--- config.mk ---
export PLATFORM = sky130hd
export DESIGN_NAME = multicycle_ctrl
export DESIGN_NICKNAME = d
export VERILOG_FILES = /design/src/rtl/ctrl_pkg.sv /design/src/rtl/alu_decoder.sv /design/src/rtl/multicycle_ctrl.sv
export SDC_FILE = /design/constraint.sdc
export NUM_CORES = 1
export LEC_CHECK = 0
export ABC_CLOCK_PERIOD_IN_PS = 4700
export CORE_MARGIN = 2
export CORE_UTILIZATION = 48
export DETAILED_ROUTE_END_ITERATION = 6
export PLACE_DENSITY_LB_ADDON = 0.3
export SLEW_MARGIN = 10
export SYNTH_ARGS = -nofsm -noshare
export SYNTH_HDL_FRONTEND = slang
export SYNTH_SLANG_ARGS = --single-unit
export TNS_END_PERCENT = 30
--- constraint.sdc ---
create_clock -name clk -period 4.7 [get_ports clk]
set_input_delay 0.705 -clock clk [delete_from_list [all_inputs] [get_ports clk]]
set_output_delay 0.705 -clock clk [all_outputs]
set_load 0.05 [all_outputs]
--- src/rtl/ctrl_pkg.sv ---
// Shared types and constants for the multi-cycle control unit: FSM states,
// RV32I opcodes, ALU operation codes and ALU status flag positions.
package ctrl_pkg;

  typedef enum logic [2:0] {
    S_FETCH,
    S_DECODE,
    S_EXEC,
    S_MEM,
    S_WB,
    S_HALT
  } state_t;

  localparam logic [6:0] OP_R      = 7'b0110011;
  localparam logic [6:0] OP_I      = 7'b0010011;
  localparam logic [6:0] OP_LOAD   = 7'b0000011;
  localparam logic [6:0] OP_STORE  = 7'b0100011;
  localparam logic [6:0] OP_BRANCH = 7'b1100011;

  localparam logic [3:0] ALU_ADD = 4'b0000;
  localparam logic [3:0] ALU_SUB = 4'b0001;
  localparam logic [3:0] ALU_AND = 4'b0010;
  localparam logic [3:0] ALU_OR  = 4'b0011;
  localparam logic [3:0] ALU_XOR = 4'b0100;
  localparam logic [3:0] ALU_SLL = 4'b0101;
  localparam logic [3:0] ALU_SRL = 4'b0110;
  localparam logic [3:0] ALU_SRA = 4'b0111;
  localparam logic [3:0] ALU_SLT = 4'b1000;

  localparam int STAT_Z = 3;
  localparam int STAT_N = 2;
  localparam int STAT_C = 1;
  localparam int STAT_V = 0;

  // Branch outcome from the flags of rs1 - rs2; funct3 values are pre-filtered to legal ones.
  function automatic logic branch_taken(input logic [2:0] funct3, input logic [3:0] status);
    logic lt;
    lt = status[STAT_N] ^ status[STAT_V];
    case (funct3)
      3'b000:  return status[STAT_Z];
      3'b001:  return !status[STAT_Z];
      3'b100:  return lt;
      3'b101:  return !lt;
      default: return 1'b0;
    endcase
  endfunction

endpackage

--- src/rtl/alu_decoder.sv ---
// Combinational decode of opcode/funct3/funct7[5] into an ALU operation
// and a legality flag for the supported RV32I subset.
module alu_decoder
  import ctrl_pkg::*;
(
  input  logic [6:0] opcode,
  input  logic [2:0] funct3,
  input  logic       funct7_5,
  output logic [3:0] aluop,
  output logic       legal
);

  always_comb begin
    aluop = ALU_ADD;
    legal = 1'b0;
    case (opcode)
      OP_R, OP_I: begin
        legal = 1'b1;
        case (funct3)
          3'b000:  aluop = (opcode == OP_R && funct7_5) ? ALU_SUB : ALU_ADD;
          3'b001:  aluop = ALU_SLL;
          3'b010:  aluop = ALU_SLT;
          3'b100:  aluop = ALU_XOR;
          3'b101:  aluop = funct7_5 ? ALU_SRA : ALU_SRL;
          3'b110:  aluop = ALU_OR;
          3'b111:  aluop = ALU_AND;
          default: legal = 1'b0;
        endcase
        // Register forms only allow funct7[5] on the SUB and SRA encodings.
        if (opcode == OP_R && funct7_5 && funct3 != 3'b000 && funct3 != 3'b101)
          legal = 1'b0;
      end
      OP_LOAD, OP_STORE: begin
        aluop = ALU_ADD;
        legal = (funct3 == 3'b010);
      end
      OP_BRANCH: begin
        aluop = ALU_SUB;
        legal = (funct3 == 3'b000) || (funct3 == 3'b001) ||
                (funct3 == 3'b100) || (funct3 == 3'b101);
      end
      default: legal = 1'b0;
    endcase
  end

endmodule

--- src/rtl/multicycle_ctrl.sv ---
// Multi-cycle FSM controller for the RV32I-subset datapath: latches the
// instruction, sequences FETCH/DECODE/EXEC/MEM/WB and counts retirements.
module multicycle_ctrl
  import ctrl_pkg::*;
#(
  parameter int INSTRET_W = 32
) (
  input  logic                 clk,
  input  logic                 rst,
  input  logic                 en,
  input  logic [31:0]          instr,
  input  logic [3:0]           status,
  output logic                 pc_we,
  output logic                 pcsrc,
  output logic                 wb,
  output logic                 alusrc,
  output logic [3:0]           aluop,
  output logic                 immgen_ctrl,
  output logic                 mrw,
  output logic                 regrw,
  output logic                 halted,
  output logic [INSTRET_W-1:0] instret
);

  state_t      state, state_next;
  logic [31:0] ir;
  logic [6:0]  opcode;
  logic [2:0]  funct3;
  logic [3:0]  dec_aluop;
  logic        dec_legal;
  logic        unused_bits;

  assign opcode      = ir[6:0];
  assign funct3      = ir[14:12];
  assign unused_bits = ^{ir[31], ir[29:15], ir[11:7], status[STAT_C]};

  alu_decoder u_alu_decoder (
    .opcode   (opcode),
    .funct3   (funct3),
    .funct7_5 (ir[30]),
    .aluop    (dec_aluop),
    .legal    (dec_legal)
  );

  always_ff @(posedge clk or posedge rst) begin
    if (rst) begin
      state <= S_FETCH;
      ir    <= '0;
    end else begin
      state <= state_next;
      if (state == S_FETCH && en)
        ir <= instr;
    end
  end

  always_ff @(posedge clk or posedge rst) begin
    if (rst)
      instret <= '0;
    else if (pc_we)
      instret <= instret + INSTRET_W'(1);
  end

  // Every output is a pure function of state and IR; only branch EXEC looks at status.
  always_comb begin
    state_next  = state;
    pc_we       = 1'b0;
    pcsrc       = 1'b0;
    wb          = 1'b0;
    alusrc      = 1'b0;
    aluop       = ALU_ADD;
    immgen_ctrl = 1'b0;
    mrw         = 1'b0;
    regrw       = 1'b0;
    halted      = 1'b0;
    case (state)
      S_FETCH:  if (en) state_next = S_DECODE;
      S_DECODE: state_next = dec_legal ? S_EXEC : S_HALT;
      S_EXEC: begin
        aluop = dec_aluop;
        case (opcode)
          OP_BRANCH: begin
            immgen_ctrl = 1'b1;
            pc_we       = 1'b1;
            pcsrc       = branch_taken(funct3, status);
            state_next  = S_FETCH;
          end
          OP_LOAD, OP_STORE: begin
            wb          = 1'b1;
            immgen_ctrl = (opcode == OP_STORE);
            state_next  = S_MEM;
          end
          default: begin
            wb         = (opcode == OP_I);
            state_next = S_WB;
          end
        endcase
      end
      S_MEM: begin
        if (opcode == OP_STORE) begin
          mrw        = 1'b1;
          pc_we      = 1'b1;
          state_next = S_FETCH;
        end else begin
          state_next = S_WB;
        end
      end
      S_WB: begin
        regrw      = 1'b1;
        pc_we      = 1'b1;
        alusrc     = (opcode == OP_LOAD);
        state_next = S_FETCH;
      end
      S_HALT:   halted = 1'b1;
      default:  state_next = S_FETCH;
    endcase
  end

endmodule

==> results.py <==
metrics = {
    "setup_path": {
        "start_kind": "flop",
        "slowest_delay_ns": 0.87,
        "cp-end-kind": "output port",
        "critPathRequiredTime_ns": 3.99,
        "cp.arrival_ns": 2.66,
        "crit_fanout": 4,
        "worstSetupPathType": "reg2out",
        "path_cells": "nor3b_1 > and3_1 > nand4_1 > nor4b_1 > clkdlybuf4s50_1",
        "slowest_stage": "clkdlybuf4s50_1",
    },
    "logic_synthesis": {
        "yosys.area.top_type": "dfrtp_1",
        "syn_nets": 264,
        "syn_inst": 224,
        "synth-compound-area-share_pct": 6.63,
        "syn-cell-area_mm2": 0.00236,
        "synthArstFlopShare_pct": 100,
        "synthTopCellsByCount": "dfrtp_1, xnor2_1, nand2_1",
        "synth_top_cell_area_share_pct": 48.8,
        "yosys.area_share.xor_xnor_pct": 12.6,
        "synth-edff-count": 0,
        "synth_simple_gate_area_share_pct": 24.2,
        "synth_top_family_by_area": "simple AND/OR/NAND/NOR gates",
        "ys.warnings.count": 0,
        "ys_seq_area_share_pct": 48.8,
        "syn_area_per_cell_um2": 10.5,
        "synthFlopType": "dfrtp_1",
        "synth.most_common_cell": "dfrtp_1",
        "synthAdderAreaFrac_pct": 0.955,
        "ys_ff_latch": 46,
        "synth_cell_types": 42,
        "synth.area.top_cells": "dfrtp_1, xnor2_1, xor2_1",
        "synth_mux_area_share_pct": 3.82,
    },
    "run": {
        "drv_cap": 0,
    },
    "clock_network": {
        "post_cts_resized": 0,
        "clock_path_buffers": 2,
        "htreeDepth": 2,
        "insertion_delay_ns": 0.30,
        "tritoncts": "done",
        "clk_pin_slew_worst_paths_ns": 0.08,
        "cts_buffers": 5,
        "ctsHoldBuffers": 0,
        "clock-sinks": 46,
        "cts-root-buf": "clkbuf_8",
        "cts_setup_buffers": 0,
    },
    "routing": {
        "routedWlPerCell_um": 14.7,
        "first_iter_violations": 88,
        "drt-pass1-iter-count": 4,
        "via_count": 1868,
        "drt_wl_total_um": 5170,
        "via_per_inst": 5.32,
        "postRouteAntennaNets": 0,
        "drc": 0,
    },
    "power_and_ir_drop": {
        "p_leak_nw": 1.31,
        "power.density_mw_per_mm2": 274,
        "vdd_drop_max_v": 0.000166,
        "power_mw": 0.847,
    },
    "global_route": {
        "grt_pass1_vias": 1799,
        "grt_overflow": 0,
        "track_usage_pct": 20.1,
        "grt_start_max_net_pins": 47,
        "grt_pass1_wl_um": 8350,
        "antenna_found_initial": 0,
    },
    "placement": {
        "routabilityCongestion": 0.896,
        "hpwl_um": 3680,
        "port_buffers": 60,
    },
    "cells_and_area": {
        "fillCellCount": 387,
        "antenna_cells": 0,
        "multi_input_area_mm2": 0.00114,
        "nNetsFinal": 323,
        "drive_above_1_share_pct": 10.6,
        "regArea_mm2": 0.00115,
        "syn2layout_area_growth_pct": 31.2,
    },
    "die": {
        "placementRows": 25,
        "io_pins": 83,
        "dieArea_mm2": 0.00549,
        "start_util_pct": 49.9,
        "die_w_um": 74.1,
        "core_mm2": 0.00472,
        "die_h_um": 74.1,
    },
    "sta": {
        "worstMarginPinSlew_ns": 1.02,
        "hold_viol_final": 0,
        "min_period_ns": 3.36,
        "slew_viol_final": 0,
        "tns_ns": 0,
        "final.setup_skew_ns": 0.00653,
        "rsz0062_at_grt": "no",
        "fmax_ghz": 0.298,
        "relSlewSlack_pct": 31.9,
        "fin_crit_sh_pct": 71.5,
        "finalSetupViolCount": 0,
    },
    "run_status": {
        "status": "complete, no violations",
    },
    "worst_hold_path": {
        "hold_path_class": "reg2reg",
    },
}
## path summary, 6_finish.rpt
check	start	end	slack, ns	cells after the start
setup / recovery	ir[2]	aluop[3]	1.34	5
hold / removal	instret[6]	instret[6]	0.49	1
setup reg to reg	ir[2]	instret[19]	2.34	5
hold reg to reg	instret[6]	instret[6]	0.49	1
max in group asynchronous	rst	instret[30]	3.19	2
min in group asynchronous	rst	ir[2]	0.93	2
## routing by layer
layer  global-route usage (%)  part of all wire (%)  vias to the layer above
li1                         -                     -                      898
met1                     25.4                    43                      898
met2                     33.4                    50                       60
met3                     4.74                   5.7                       12
met4                     8.28                   2.1                        0
met5                        0                     0                        -
## stage by stage
step / instance area [µm²] / utilization, % / setup slack (ns) / hold WS [ns] / instances
after floorplan: 2360 / - / 1.37 / 0.487 / 224
final: 3100 / 65.5 / 1.34 / 0.493 / 351
after CTS: 3100 / 65.5 / 1.29 / 0.498 / 351
after global placement: 3000 / 63.6 / 1.47 / 0.477 / 343
after detailed placement: 3000 / 63.6 / 1.44 / 0.482 / 343
after global routing: 3100 / 65.5 / 1.18 / 0.513 / 351
## placed cells by master (no fill, tap or decap), types with 2 or more instances in the layout
cell	count
clkdlybuf4s50_1	60
nand3_2	3
o2bb2ai_1	2
nor4_1	2
xor2_1	12
nor4b_1	3
inv_1	7
nand3b_1	2
nand4_1	6
and3_1	8
dfrtp_1	46
o21ai_0	6
a21oi_1	7
clkbuf_8	6
nor3_1	3
nand2_1	19
nand2b_1	5
xnor2_1	22
and4_1	3
nor3_2	6
mux2_2	8
nand3_1	15
nor2_1	12
## report_power, final
part           total [mW]  leakage (nW)  switching (mW)  internal, mW
Combinational       0.162         0.654          0.0979        0.0641
Clock               0.246        0.0482           0.127         0.119
Sequential          0.439         0.610          0.0247         0.414
## state kept, by name, summed over array words and instances, names as in the netlist
| register | cells |
|---|---|
| instret | 32 |
| ir | 11 |
| state | 3 |
## critical path, delay by kind of cell, from the launching register on
family / cells / cell delay, ns
and+or+nand+nor: 4 / 1.09
buffers and inverters: 1 / 0.87
DFF: 1 / 0.40
## cells by family after synthesis
logic type / count (synthesis)
AOI/OAI and AO/OA: 22
xor gates and xnor gates: 34
adders and majority gates: 2
buffers and inverters: 16
DFF: 46
muxes: 8
and+or+nand+nor: 96
## layout make-up
class | instances | area share, %
clock buffers | 7 | 2.79
clock inverters | 1 | 0.162
flip-flops and latches | 46 | 37.2
repair buffers | 60 | 19.4
multi-input cells | 162 | 36.8
inverters | 8 | 0.970
well taps | 67 | 2.71
No activity file was read; power rests on OpenSTA's default activity.
